--- src/rtl/reg_file_reader_if.sv ---
// reg_file_reader_if: bundles the write-back, decode-read and stack signals of the register file.
//   master: drives wr_*, rd_en, rd_addr_*, sp_push, sp_pop; observes read data, SP and fault.
//   slave : the register file; drives rd_data_*, rd_valid, sp_addr, sp_value, stack_fault.
interface reg_file_reader_if #(
    parameter int N    = 16,
    parameter int ADDR = 3
);
    logic            wr_en;
    logic [ADDR-1:0] wr_addr;
    logic [N-1:0]    wr_data;
    logic            rd_en;
    logic [ADDR-1:0] rd_addr_a;
    logic [ADDR-1:0] rd_addr_b;
    logic [N-1:0]    rd_data_a;
    logic [N-1:0]    rd_data_b;
    logic            rd_valid;
    logic            sp_push;
    logic            sp_pop;
    logic [N-1:0]    sp_addr;
    logic [N-1:0]    sp_value;
    logic            stack_fault;

    modport master (
        output wr_en, wr_addr, wr_data, rd_en, rd_addr_a, rd_addr_b, sp_push, sp_pop,
        input  rd_data_a, rd_data_b, rd_valid, sp_addr, sp_value, stack_fault
    );

    modport slave (
        input  wr_en, wr_addr, wr_data, rd_en, rd_addr_a, rd_addr_b, sp_push, sp_pop,
        output rd_data_a, rd_data_b, rd_valid, sp_addr, sp_value, stack_fault
    );
endinterface

--- src/rtl/reg_file_reader.sv ---
// reg_file_reader: 2^ADDR x N register file with two registered read ports, write-to-read bypass and a stack pointer.
//   clk   : clock, all state updates on posedge
//   reset : asynchronous active-high, clears registers, read outputs, SP (to SP_RESET) and stack_fault
//   bus   : write-back port, dual read port (1-cycle latency, rd_valid pulse), push/pop with
//           combinational sp_addr, current sp_value and sticky stack_fault
module reg_file_reader #(
    parameter int             N        = 16,
    parameter int             ADDR     = 3,
    parameter logic [N-1:0]   SP_RESET = {N{1'b1}}
) (
    input logic              clk,
    input logic              reset,
    reg_file_reader_if.slave bus
);
    localparam int DEPTH = 1 << ADDR;

    logic [N-1:0] regs_q [DEPTH];
    logic [N-1:0] regs_d [DEPTH];
    logic [N-1:0] rd_data_a_q, rd_data_a_d;
    logic [N-1:0] rd_data_b_q, rd_data_b_d;
    logic         rd_valid_q, rd_valid_d;
    logic [N-1:0] sp_q, sp_d;
    logic         stack_fault_q, stack_fault_d;
    logic         push_only, pop_only;
    logic [N-1:0] byp_a, byp_b;

    always_comb begin
        regs_d = regs_q;
        if (bus.wr_en) regs_d[bus.wr_addr] = bus.wr_data;
    end

    // A register being written this cycle is forwarded so decode sees the new value.
    always_comb begin
        byp_a       = (bus.wr_en && bus.wr_addr == bus.rd_addr_a) ? bus.wr_data : regs_q[bus.rd_addr_a];
        byp_b       = (bus.wr_en && bus.wr_addr == bus.rd_addr_b) ? bus.wr_data : regs_q[bus.rd_addr_b];
        rd_data_a_d = bus.rd_en ? byp_a : rd_data_a_q;
        rd_data_b_d = bus.rd_en ? byp_b : rd_data_b_q;
        rd_valid_d  = bus.rd_en;
    end

    // Simultaneous push and pop is a no-op on SP but is flagged as a fault.
    // Underflow/overflow still move SP (modulo 2^N) and latch the fault.
    always_comb begin
        push_only     = bus.sp_push & ~bus.sp_pop;
        pop_only      = bus.sp_pop & ~bus.sp_push;
        sp_d          = push_only ? sp_q - 1'b1 : pop_only ? sp_q + 1'b1 : sp_q;
        stack_fault_d = stack_fault_q
                      | (bus.sp_push & bus.sp_pop)
                      | (pop_only & (sp_q == SP_RESET))
                      | (push_only & (sp_q == '0));
    end

    always_ff @(posedge clk or posedge reset) begin
        if (reset) begin
            for (int i = 0; i < DEPTH; i++) regs_q[i] <= '0;
            rd_data_a_q   <= '0;
            rd_data_b_q   <= '0;
            rd_valid_q    <= 1'b0;
            sp_q          <= SP_RESET;
            stack_fault_q <= 1'b0;
        end else begin
            regs_q        <= regs_d;
            rd_data_a_q   <= rd_data_a_d;
            rd_data_b_q   <= rd_data_b_d;
            rd_valid_q    <= rd_valid_d;
            sp_q          <= sp_d;
            stack_fault_q <= stack_fault_d;
        end
    end

    // Pop reads the slot above SP (pre-increment); push stores at SP (post-decrement).
    assign bus.sp_addr     = pop_only ? sp_q + 1'b1 : sp_q;
    assign bus.sp_value    = sp_q;
    assign bus.rd_data_a   = rd_data_a_q;
    assign bus.rd_data_b   = rd_data_b_q;
    assign bus.rd_valid    = rd_valid_q;
    assign bus.stack_fault = stack_fault_q;
endmodule

--- src/flat_wrapper.sv ---
// flat-port wrapper written by rule: the top's interface ports become plain ports
module reg_file_reader_flat 
#(
    parameter int             N        = 16,
    parameter int             ADDR     = 3,
    parameter logic [N-1:0]   SP_RESET = {N{1'b1}}
)
  (clk, reset, bus_wr_en, bus_wr_addr, bus_wr_data, bus_rd_en, bus_rd_addr_a, bus_rd_addr_b, bus_sp_push, bus_sp_pop, bus_rd_data_a, bus_rd_data_b, bus_rd_valid, bus_sp_addr, bus_sp_value, bus_stack_fault);
  reg_file_reader_if #(.N(N), .ADDR(ADDR)) bus_i ();
  input logic clk;
  input logic reset;
  input wire logic [$bits(bus_i.wr_en)-1:0] bus_wr_en;
  input wire logic [$bits(bus_i.wr_addr)-1:0] bus_wr_addr;
  input wire logic [$bits(bus_i.wr_data)-1:0] bus_wr_data;
  input wire logic [$bits(bus_i.rd_en)-1:0] bus_rd_en;
  input wire logic [$bits(bus_i.rd_addr_a)-1:0] bus_rd_addr_a;
  input wire logic [$bits(bus_i.rd_addr_b)-1:0] bus_rd_addr_b;
  input wire logic [$bits(bus_i.sp_push)-1:0] bus_sp_push;
  input wire logic [$bits(bus_i.sp_pop)-1:0] bus_sp_pop;
  output wire logic [$bits(bus_i.rd_data_a)-1:0] bus_rd_data_a;
  output wire logic [$bits(bus_i.rd_data_b)-1:0] bus_rd_data_b;
  output wire logic [$bits(bus_i.rd_valid)-1:0] bus_rd_valid;
  output wire logic [$bits(bus_i.sp_addr)-1:0] bus_sp_addr;
  output wire logic [$bits(bus_i.sp_value)-1:0] bus_sp_value;
  output wire logic [$bits(bus_i.stack_fault)-1:0] bus_stack_fault;
  assign bus_i.wr_en = bus_wr_en;
  assign bus_i.wr_addr = bus_wr_addr;
  assign bus_i.wr_data = bus_wr_data;
  assign bus_i.rd_en = bus_rd_en;
  assign bus_i.rd_addr_a = bus_rd_addr_a;
  assign bus_i.rd_addr_b = bus_rd_addr_b;
  assign bus_i.sp_push = bus_sp_push;
  assign bus_i.sp_pop = bus_sp_pop;
  assign bus_rd_data_a = bus_i.rd_data_a;
  assign bus_rd_data_b = bus_i.rd_data_b;
  assign bus_rd_valid = bus_i.rd_valid;
  assign bus_sp_addr = bus_i.sp_addr;
  assign bus_sp_value = bus_i.sp_value;
  assign bus_stack_fault = bus_i.stack_fault;
  reg_file_reader #(.N(N), .ADDR(ADDR), .SP_RESET(SP_RESET)) u_core (.clk(clk), .reset(reset), .bus(bus_i));
endmodule
--- config.mk ---
export PLATFORM = sky130hd
export DESIGN_NAME = reg_file_reader_flat
export DESIGN_NICKNAME = d
export VERILOG_FILES = /design/src/rtl/reg_file_reader_if.sv /design/src/rtl/reg_file_reader.sv /design/src/flat_wrapper.sv
export SDC_FILE = /design/constraint.sdc
export NUM_CORES = 1
export LEC_CHECK = 0
export CAP_MARGIN = 20
export CORE_MARGIN = 2
export CORE_UTILIZATION = 35
export DETAILED_ROUTE_END_ITERATION = 10
export RECOVER_POWER = 25
export SYNTH_ARGS = -nofsm -noshare
export SYNTH_HDL_FRONTEND = slang
export SYNTH_SLANG_ARGS = --single-unit
--- constraint.sdc ---
create_clock -name clk -period 9.85 [get_ports clk]
set_clock_uncertainty 0.1 [all_clocks]
set_input_delay 2.955 -clock clk [delete_from_list [all_inputs] [get_ports clk]]
set_output_delay 2.955 -clock clk [all_outputs]
set_load 0.01 [all_outputs]
==> results, run 1 <==
- The run finished, with violations left.
- The final reports fail on max-capacitance violations, max-slew violations.
- The per-instance average area after synthesis is 13.0 µm².
- The share of the Yosys chip area taken by registers is 0.471.
- The count of final setup violators is 0.
- Leaving out filler cells and counting taps, the final layout contains 1143.
- The primary flip-flop cell chosen by synthesis mapping is sky130_fd_sc_hd__dfrtp_1.
- Together, buffers and inverters on the worst path number 2.
- The top-area cell type share of the netlist area is 0.427.
- The startpoint class of the critical path is an input pin.
- Counting the buffers created by CTS gives 17.
- The number of antenna violations at the first check in global routing is 0.
- The endpoint of the lowest-slack register-to-register path is u_core.bus.sp_value[9]$_DFF_PP1_.
- The number of global-route vias before repair came to 6295.
- The latest clock arrival within the worst-skew pair is 0.43 ns.
- In this run the most critical hold path is launched from u_core.regs_q[52]$_DFFE_PP0P_.
- The register area is between 4000 and 5000 µm².
- Compared with the post-synthesis result, the final layout area differs by 18.5%.
- The class of the most critical setup path is input pin to output port.
- The overall via count from detail_route is 6064.
- The half-perimeter wire length after detailed placement is 14.1 mm.
- Walking the worst path, the cells encountered are clkdlybuf4s50_1, nor3b_1, nand2_1, nor2_1, xor2_1, clkdlybuf4s50_1.
- The site row count is 60.
- Max-cap violations in this run came to 1.
- For this design the static power due to leakage is 4.41 nW.
- Data on the critical path is required at its endpoint by 6.80 ns.
- The library cell appearing most often on the critical path is sky130_fd_sc_hd__clkdlybuf4s50_1.
- The die extent in y is 169 µm.
- The fraction of final layout cells sized beyond drive strength 1 is 0.340.
- Counting the fill cells in the layout gives about 2500.
- The overall power after layout is 2.51 mW.
- The wire length reported by the detailed router is roughly 23 mm.
- The number of cells on the worst hold path is 1.
- The sort of element at the end of the critical path is an output port.
- For this run, asynchronously set or reset flops after synthesis account for 1.00.
- The number of nets handed over by synthesis was 765.
- The worst-case hold slack is ~0.42 ns.
- The number of max-slew violations in the final report is 66.
- Counting every instance in the synthesized netlist gives 732.
- The number of hold violations in the final report is 0.
- By count the netlist is led by 162 x sky130_fd_sc_hd__dfrtp_1, 131 x sky130_fd_sc_hd__mux2_2, 64 x sky130_fd_sc_hd__mux4_2.
- The slew at the pin closest to its max-slew limit is around 2.4 ns.
- The average vias per placed instance is 5.31.
- The count of cell types in the netlist is 43.
- The placed cell count is between 1000 and 1500.
- The routed length per placed instance is 20.0 µm.
- After synthesis, the cell types taking the most area are sky130_fd_sc_hd__dfrtp_1 43%, sky130_fd_sc_hd__mux2_2 16%, sky130_fd_sc_hd__mux4_2 15%.
- Setup slack closes at 1.41 ns.
- The post-placement worst setup slack is 1.43 ns.
- On the critical path the largest part of the delay comes from buffers and inverters.
- Counting flops and latches in the post-synthesis netlist gives 178.
- Setup repair after global routing left no endpoint under its margin.
- The netlist area before placement is 9500 µm².
- The die extent in x is 169 µm.
- The number of hold buffers added after CTS was 0.
- The largest net degree at the start of global routing is 109.
- For hold timing, the worst endpoint is u_core.regs_q[52]$_DFFE_PP0P_.
- For this design, the slowest cell found on the critical path is sky130_fd_sc_hd__clkdlybuf4s50_1.
- TritonCTS built the clock tree.
- The length of the first detailed-routing pass in iterations is 4.
- The power density over the cells is 223 nW/µm².
- The wire length of the first global-routing pass is roughly 37 mm.
- The placed instances occupy a cell area of 10700 µm².
- The area occupied by multi-input gates is 4580 µm².
- For this configuration, the core starts out at a cell density of 0.354.
- The final cycle utilization of the critical path is 0.857.
- The tightest slew margin relative to the limit is -0.600.
- The total overflow reported by the global router is 0.
- The overall track demand over capacity in global routing is 0.169.
- The dominant cell type by area after synthesis is sky130_fd_sc_hd__dfrtp_1.
- The biggest fanout along the worst timing path is 10.
- The net count reported at finish is 822.
- The count of nets left with antenna violations once routing finished came out at 0.
- In the post-synthesis netlist, the cell with the most instances is sky130_fd_sc_hd__dfrtp_1.
- The finished cells cover between 10000 and 15000 µm².
- The clock passes through at most 2 buffers.
- The detailed router finished its first iteration with 342 violations.
- The congestion estimate from routability-driven global placement came to 0.849.
- The core occupancy in the finished layout is 0.420.
- The clock net in this run drives a total of 178 sinks.
- CTS placed an instance of sky130_fd_sc_hd__clkbuf_16 at the clock tree root.
- The count of unresolved DRC violations after routing is 0.
- The total of cells resized after clock tree synthesis is 0.
- The number of enable flip-flop cells after synthesis is 0.
- The internal reg-to-reg setup slack is 7.72 ns.
- The count of buffers added on input and output ports is 96.
- For this run, the top clock speed supported by timing is 0.119 GHz.
- Once the clock tree was built, the setup fixing pass inserted 0 buffers.
- The worst path needs 8.44 ns of the cycle, external delays included.
- The H-tree generated during clock tree synthesis spans 4 levels.
- STA puts the critical path data arrival time at 5.38 ns.
- After clock tree synthesis, the clock-pin slew on the worst setup and hold paths is 0.06 ns.
- Setup total negative slack on the finished layout was measured at 0 ns.
- The final antenna diode count is 0.
- The number of cells on the worst reg-to-reg path is 5.
- The die covers 28500 µm².
- The startpoint identified for the worst register-to-register timing path is u_core.bus.sp_value[2]$_DFF_PP1_.
- 97 I/O pins were placed.
- During synthesis, Yosys emitted a total of 0 warnings.
- The maximum resistive drop on vdd is 0.138 mV.
- The path class of the tightest hold or removal check is flop to flop.
- The largest single stage delay on the critical path is 0.67 ns.
- The total area inside the core boundary comes to approximately 27000 µm².
[kinds of logic (layout without fill, tap and decap cells)]
family,after synthesis,count (layout),share of synthesized area
AO/OA/AOI/OAI,110,110,0.0746
multiplexers,195,195,0.307
flip-flops,178,178,0.471
XOR/XNOR,37,37,0.0341
adder cells (fa/ha/maj),2,2,0.00263
AND/OR/NAND/NOR,102,102,0.0634
buffers and inverters,108,178,0.0473
[cells in the final DEF, fill, tap and decap left out, types with 4 or more instances in the layout]
cell type	instances
sky130_fd_sc_hd__dfrtp_1	162
sky130_fd_sc_hd__mux2_2	131
sky130_fd_sc_hd__clkdlybuf4s50_1	90
sky130_fd_sc_hd__mux4_2	64
sky130_fd_sc_hd__o21ai_0	36
sky130_fd_sc_hd__inv_1	33
sky130_fd_sc_hd__o22ai_1	31
sky130_fd_sc_hd__nor2b_1	31
sky130_fd_sc_hd__a211oi_1	30
sky130_fd_sc_hd__xnor2_1	26
sky130_fd_sc_hd__nand2_1	17
sky130_fd_sc_hd__clkbuf_16	17
sky130_fd_sc_hd__dfstp_2	16
sky130_fd_sc_hd__buf_4	15
sky130_fd_sc_hd__nor2_1	11
sky130_fd_sc_hd__xor2_1	11
sky130_fd_sc_hd__nand4_1	6
sky130_fd_sc_hd__and3_1	5
sky130_fd_sc_hd__inv_8	5
sky130_fd_sc_hd__a31oi_1	4
sky130_fd_sc_hd__nand2b_1	4
sky130_fd_sc_hd__nand3_1	4
sky130_fd_sc_hd__nor3_1	4
sky130_fd_sc_hd__clkinv_4	4
sky130_fd_sc_hd__buf_2	4
[worst register-to-register path, delay by kind of cell (launching register included)]
kind | cells | cell delay [ns]
flip-flops | 1 | 0.62
AND/OR/NAND/NOR | 3 | 0.93
AO/OA/AOI/OAI | 1 | 0.26
XOR/XNOR | 1 | 0.16
[per-layer routing]
metal | GRT usage | up-vias | part of all wire
met2 | 0.284 | 150 | 0.50
li1 | - | 2830 | -
met1 | 0.220 | 3051 | 0.45
met5 | 0 | - | 0
met4 | 0.0603 | 0 | 0.021
met3 | 0.0323 | 33 | 0.037
[flip-flops by register name, summed over array words and instances, names as in the netlist]
name	cells
u_core.bus.sp_value	16
u_core.bus.stack_fault	1
u_core.bus.rd_valid	1
u_core.regs_q	128
u_core.bus.rd_data_b	16
u_core.bus.rd_data_a	16
[worst max path at each step]
| stage | from | endpoint | slack, ns | depth (start not counted) |
|---|---|---|---|---|
| floorplan | reset | u_core.bus.rd_data_a[0]$_DFFE_PP0P_ | 1.99 | 1 |
| global placement | bus_sp_pop | bus_sp_addr[9] | 1.44 | 6 |
| detailed placement | bus_sp_pop | bus_sp_addr[9] | 1.43 | 6 |
| CTS | bus_sp_pop | bus_sp_addr[9] | 1.44 | 6 |
| global route | bus_sp_pop | bus_sp_addr[9] | 1.21 | 6 |
| finish | bus_sp_pop | bus_sp_addr[9] | 1.41 | 6 |
[area by class of cell]
class	count	area share
Tap cell	341	0.0379
Timing Repair Buffer	112	0.0955
Inverter	34	0.0114
Multi-Input combinational cell	446	0.406
Sequential cell	178	0.397
Clock buffer	18	0.0390
Clock inverter	14	0.0124
[power breakdown]
part	switching, mW	internal (mW)
clock network	0.318	0.343
registers	0.178	0.932
logic	0.281	0.459
(Power assumes the default switching activity.)
==> inputs of run 2 (changes only) <==
--- a/config.mk
+++ b/config.mk
@@ -7,9 +7,9 @@
 export LEC_CHECK = 0
 export CAP_MARGIN = 20
 export CORE_MARGIN = 2
-export CORE_UTILIZATION = 35
+export CORE_UTILIZATION = 55
 export DETAILED_ROUTE_END_ITERATION = 10
-export RECOVER_POWER = 25
+export PLACE_DENSITY = 0.78
 export SYNTH_ARGS = -nofsm -noshare
 export SYNTH_HDL_FRONTEND = slang
 export SYNTH_SLANG_ARGS = --single-unit
==> constraint.sdc (replaced) <==
create_clock -name clk -period 9.1 [get_ports clk]
set_clock_uncertainty 0.1 [all_clocks]
set_input_delay 2.73 -clock clk [delete_from_list [all_inputs] [get_ports clk]]
set_output_delay 2.73 -clock clk [all_outputs]
set_load 0.01 [all_outputs]
==> run 2 against run 1 <==
  * The run now ends clean
  * Global-route usage grew 9.0 points
  * Clock power is essentially flat
  * Sequential cell count is the same
  * Non-clock buffer count shrank 2
  * Hold slack gained 0.0016 ns
  * Total power grew 6.6%
  * Via count grew 5.4%
  * Final area shrank 1.4%
  * First-iteration DRC count grew 13%
  * Sequential power grew 9%
  * Largest cell class unchanged
  * Critical path depth is the same
==> results, run 2 (synthesized netlist as in run 1, its figures left out) <==
- The portion of total power attributed to the clock network is 0.247.
- In the final layout, flip-flops and latches occupy 4470 µm².
- The largest register by flop count is u_core.regs_q.
- The final weighted congestion in routability-driven placement is 0.881.
- The final cycle utilization of the critical path is 0.880.
- Traced cell by cell, the critical path runs through clkdlybuf4s50_1, nor3b_1, nand2_1, nor2_1, xor2_1, clkdlybuf4s50_1.
- After clock tree synthesis, the flow added hold-fix buffers numbering 0.
- Cell internal power was estimated by the tool at 1.86 mW.
- The analysis attributes to net switching a power of approximately 810 µW.
- The data arrival time of the worst path is 5.18 ns.
- The final antenna diode count is 0.
- The largest single stage delay on the critical path is roughly 0.64 ns.
- The overall via count from detail_route is approximately 6400.
- Among all stages on the critical path, the largest delay is contributed by sky130_fd_sc_hd__clkdlybuf4s50_1.
- The run finished with clean final reports.
- In the layout the commonest cells are 162 x sky130_fd_sc_hd__dfrtp_1, 131 x sky130_fd_sc_hd__mux2_2, 93 x sky130_fd_sc_hd__clkdlybuf4s50_1.
- The total overflow left after global routing is 0.
- The worst min-delay path category is flop to flop.
- The library cell used most frequently in the layout, excluding fill and tap cells, is sky130_fd_sc_hd__dfrtp_1.
- The die outline area is 18300 µm².
- The routed length per placed instance is 21.9 µm.
- For the pin with the worst max-slew slack, the measured transition is 1.06 ns.
- Summing all placed instances gives a cell area of 10500 µm².
- Measured against its own limit, the worst slew margin works out to 0.293.
- At the end of the flow, the number of nets in the layout was 820.
- After clock tree synthesis, the clock-pin slew on the worst setup and hold paths is roughly 0.070 ns.
- The H-tree depth reported by CTS is 4.
- Of the total power, the share spent switching nets is 0.304.
- The count of final setup violators is 0.
- Summed over all cells, the static leakage comes to 4.40 nW.
- The number of buffers inserted to repair setup after CTS is 0.
- The floorplan step set the die width to between 100 and 150 µm.
- The largest net degree at the start of global routing is ~100.
- For this run, the total global-route usage over all layers was measured as 0.259.
- Counting the fill cells in the layout gives 1222.
- The count of unresolved DRC violations after routing is 0.
- The cell that appears most often on the critical path is sky130_fd_sc_hd__clkdlybuf4s50_1.
- At the placement stage, the worst setup path has a slack of 1.16 ns.
- The clock root buffer is sky130_fd_sc_hd__clkbuf_16.
- The part of the power in registers is 0.451.
- The area occupied by multi-input gates is between 4000 and 5000 µm².
- The number of nets with antenna violations after routing is 0.
- The CTS sink count is 178.
- The core region area is 17100 µm².
- The post-route setup TNS is 0 ns.
- The wire length of the first global-routing pass is 35.7 mm.
- The number of max-slew violations in the final report is 0.
- The area added between synthesis and finish is 16.9%.
- The power density over the cells is 241 nW/µm².
- The class of the most critical setup path is input pin to output port.
- The number of global-route vias before repair was around 6500.
- The flip-flop count of the largest register, all copies and words added is 128.
- The worst path required time is 6.27 ns.
- For this block, the routed nets add up to between 20 and 25 mm of wire.
- The violation count after the first detailed-routing iteration is 385.
- Clock tree synthesis inserted a total of 17 buffers.
- The relative contribution of combinational cells to total power is 0.301.
- The worst setup path is launched from an input pin.
- The worst path meets setup with 1.09 ns of slack.
- The sort of element at the end of the critical path is an output port.
- TritonCTS built the clock tree.
- The latest clock arrival within the worst-skew pair is 0.43 ns.
- The effective utilization at floorplan is 0.555.
- Setup repair after global routing left no endpoint under its margin.
- The number of hold violations in the final report is 0.
- Derived from the worst setup path, the maximum achievable clock frequency is 0.125 GHz.
- After routing the design area is 11100 µm².
- The final critical-path required period is approximately 8.0 ns.
- In the final layout, the share of cells above drive strength 1 is 0.335.
- Before antenna repair, the detailed router went through 5 iterations.
- The die extent in y is 135 µm.
- The number of max-cap violations is 0.
- The longest clock path from root to sink contains 2 buffers.
- The number of antenna violations at the first check in global routing is 1.
- The initialized floorplan defines 48 standard-cell rows.
- The HPWL after detailed placement is 14.2 mm.
- In the routed layout, each cell is associated on average with a via count of between 6 and 7.
- IR analysis of the VDD net gives a maximum drop of around 0.15 mV.
- The number of buffer cells added on primary ports is 96.
- The top-level port count is 97.
- Along the worst path, the maximum fanout reaches 10.
- The total of cells resized after clock tree synthesis is 0.
==> run 2: changes by cell type in the layout (fill, tap and decap cells not counted), sizes merged <==
| cell | previous run | this run |
|---|---|---|
| buf | 20 | 17 |
| clkdlybuf4s50 | 90 | 93 |
| inv | 40 | 37 |
| clkbuf | 19 | 20 |
| clkinv | 5 | 6 |
| dlygate4sd3 | 1 | 0 |
==> run 2: worst max-delay path, delay by kind of cell <==
kind	cells	cell delay, ns
simple gates	3	1.06
buf+inv	2	1.21
xor+xnor	1	0.18
==> run 2: worst paths after layout <==
| check | start | to | slack (ns) | depth (start not counted) |
|---|---|---|---|---|
| worst min register to register | u_core.regs_q[15]$_DFFE_PP0P_ | u_core.regs_q[15]$_DFFE_PP0P_ | 0.43 | 1 |
| worst max register to register | u_core.bus.sp_value[2]$_DFF_PP1_ | u_core.bus.sp_value[9]$_DFF_PP1_ | 6.95 | 5 |
| min in group asynchronous | reset | u_core.bus.stack_fault$_DFF_PP0_ | 2.76 | 2 |
| worst min-delay path | u_core.regs_q[15]$_DFFE_PP0P_ | u_core.regs_q[15]$_DFFE_PP0P_ | 0.43 | 1 |
| max in group asynchronous | reset | u_core.regs_q[108]$_DFFE_PP0P_ | 4.85 | 4 |
| worst max-delay path | bus_sp_pop | bus_sp_addr[9] | 1.09 | 6 |
==> run 2: routing by layer <==
layer / global-route usage / wire length (µm)
met2: 0.435 / 11300
met1: 0.328 / 9170
met4: 0.0972 / 551
met5: 0 / 16
met3: 0.0655 / 1370
==> run 2: power groups by stage <==
stage	clock (mW)	combinational (mW)	sequential (mW)
CTS	0.671	0.810	1.20
detailed placement	0	0.805	1.21
finish	0.662	0.807	1.21
global placement	0	0.785	1.19
global route	0.710	0.871	1.24
floorplan	0	0.523	1.16
==> run 2: per-stage QoR <==
step	hold WS (ns)	utilization	power (mW)	std cells
2_1_floorplan	0.391	-	1.68	732
3_3_place_gp	0.398	0.614	1.97	990
3_5_place_dp	0.414	0.615	2.02	991
4_1_cts	0.428	0.646	2.68	1023
5_1_grt	0.440	0.649	2.82	1025
6_report	0.426	0.649	2.68	1025
==> run 2: cell type report <==
type / instances / area share
Tap cell: 225 / 0.0254
Clock buffer: 20 / 0.0402
Multi-Input combinational cell: 446 / 0.414
Sequential cell: 178 / 0.403
Clock inverter: 12 / 0.00744
Timing Repair Buffer: 110 / 0.0975
Inverter: 34 / 0.0119
==> inputs of run 3 (changes only) <==
--- a/config.mk
+++ b/config.mk
@@ -5,6 +5,7 @@
 export SDC_FILE = /design/constraint.sdc
 export NUM_CORES = 1
 export LEC_CHECK = 0
+export ABC_CLOCK_PERIOD_IN_PS = 9100
 export CAP_MARGIN = 20
 export CORE_MARGIN = 2
 export CORE_UTILIZATION = 55
==> results of run 3 <==
Same layout as run 2: the final DEF is identical, and so are final timing and power.
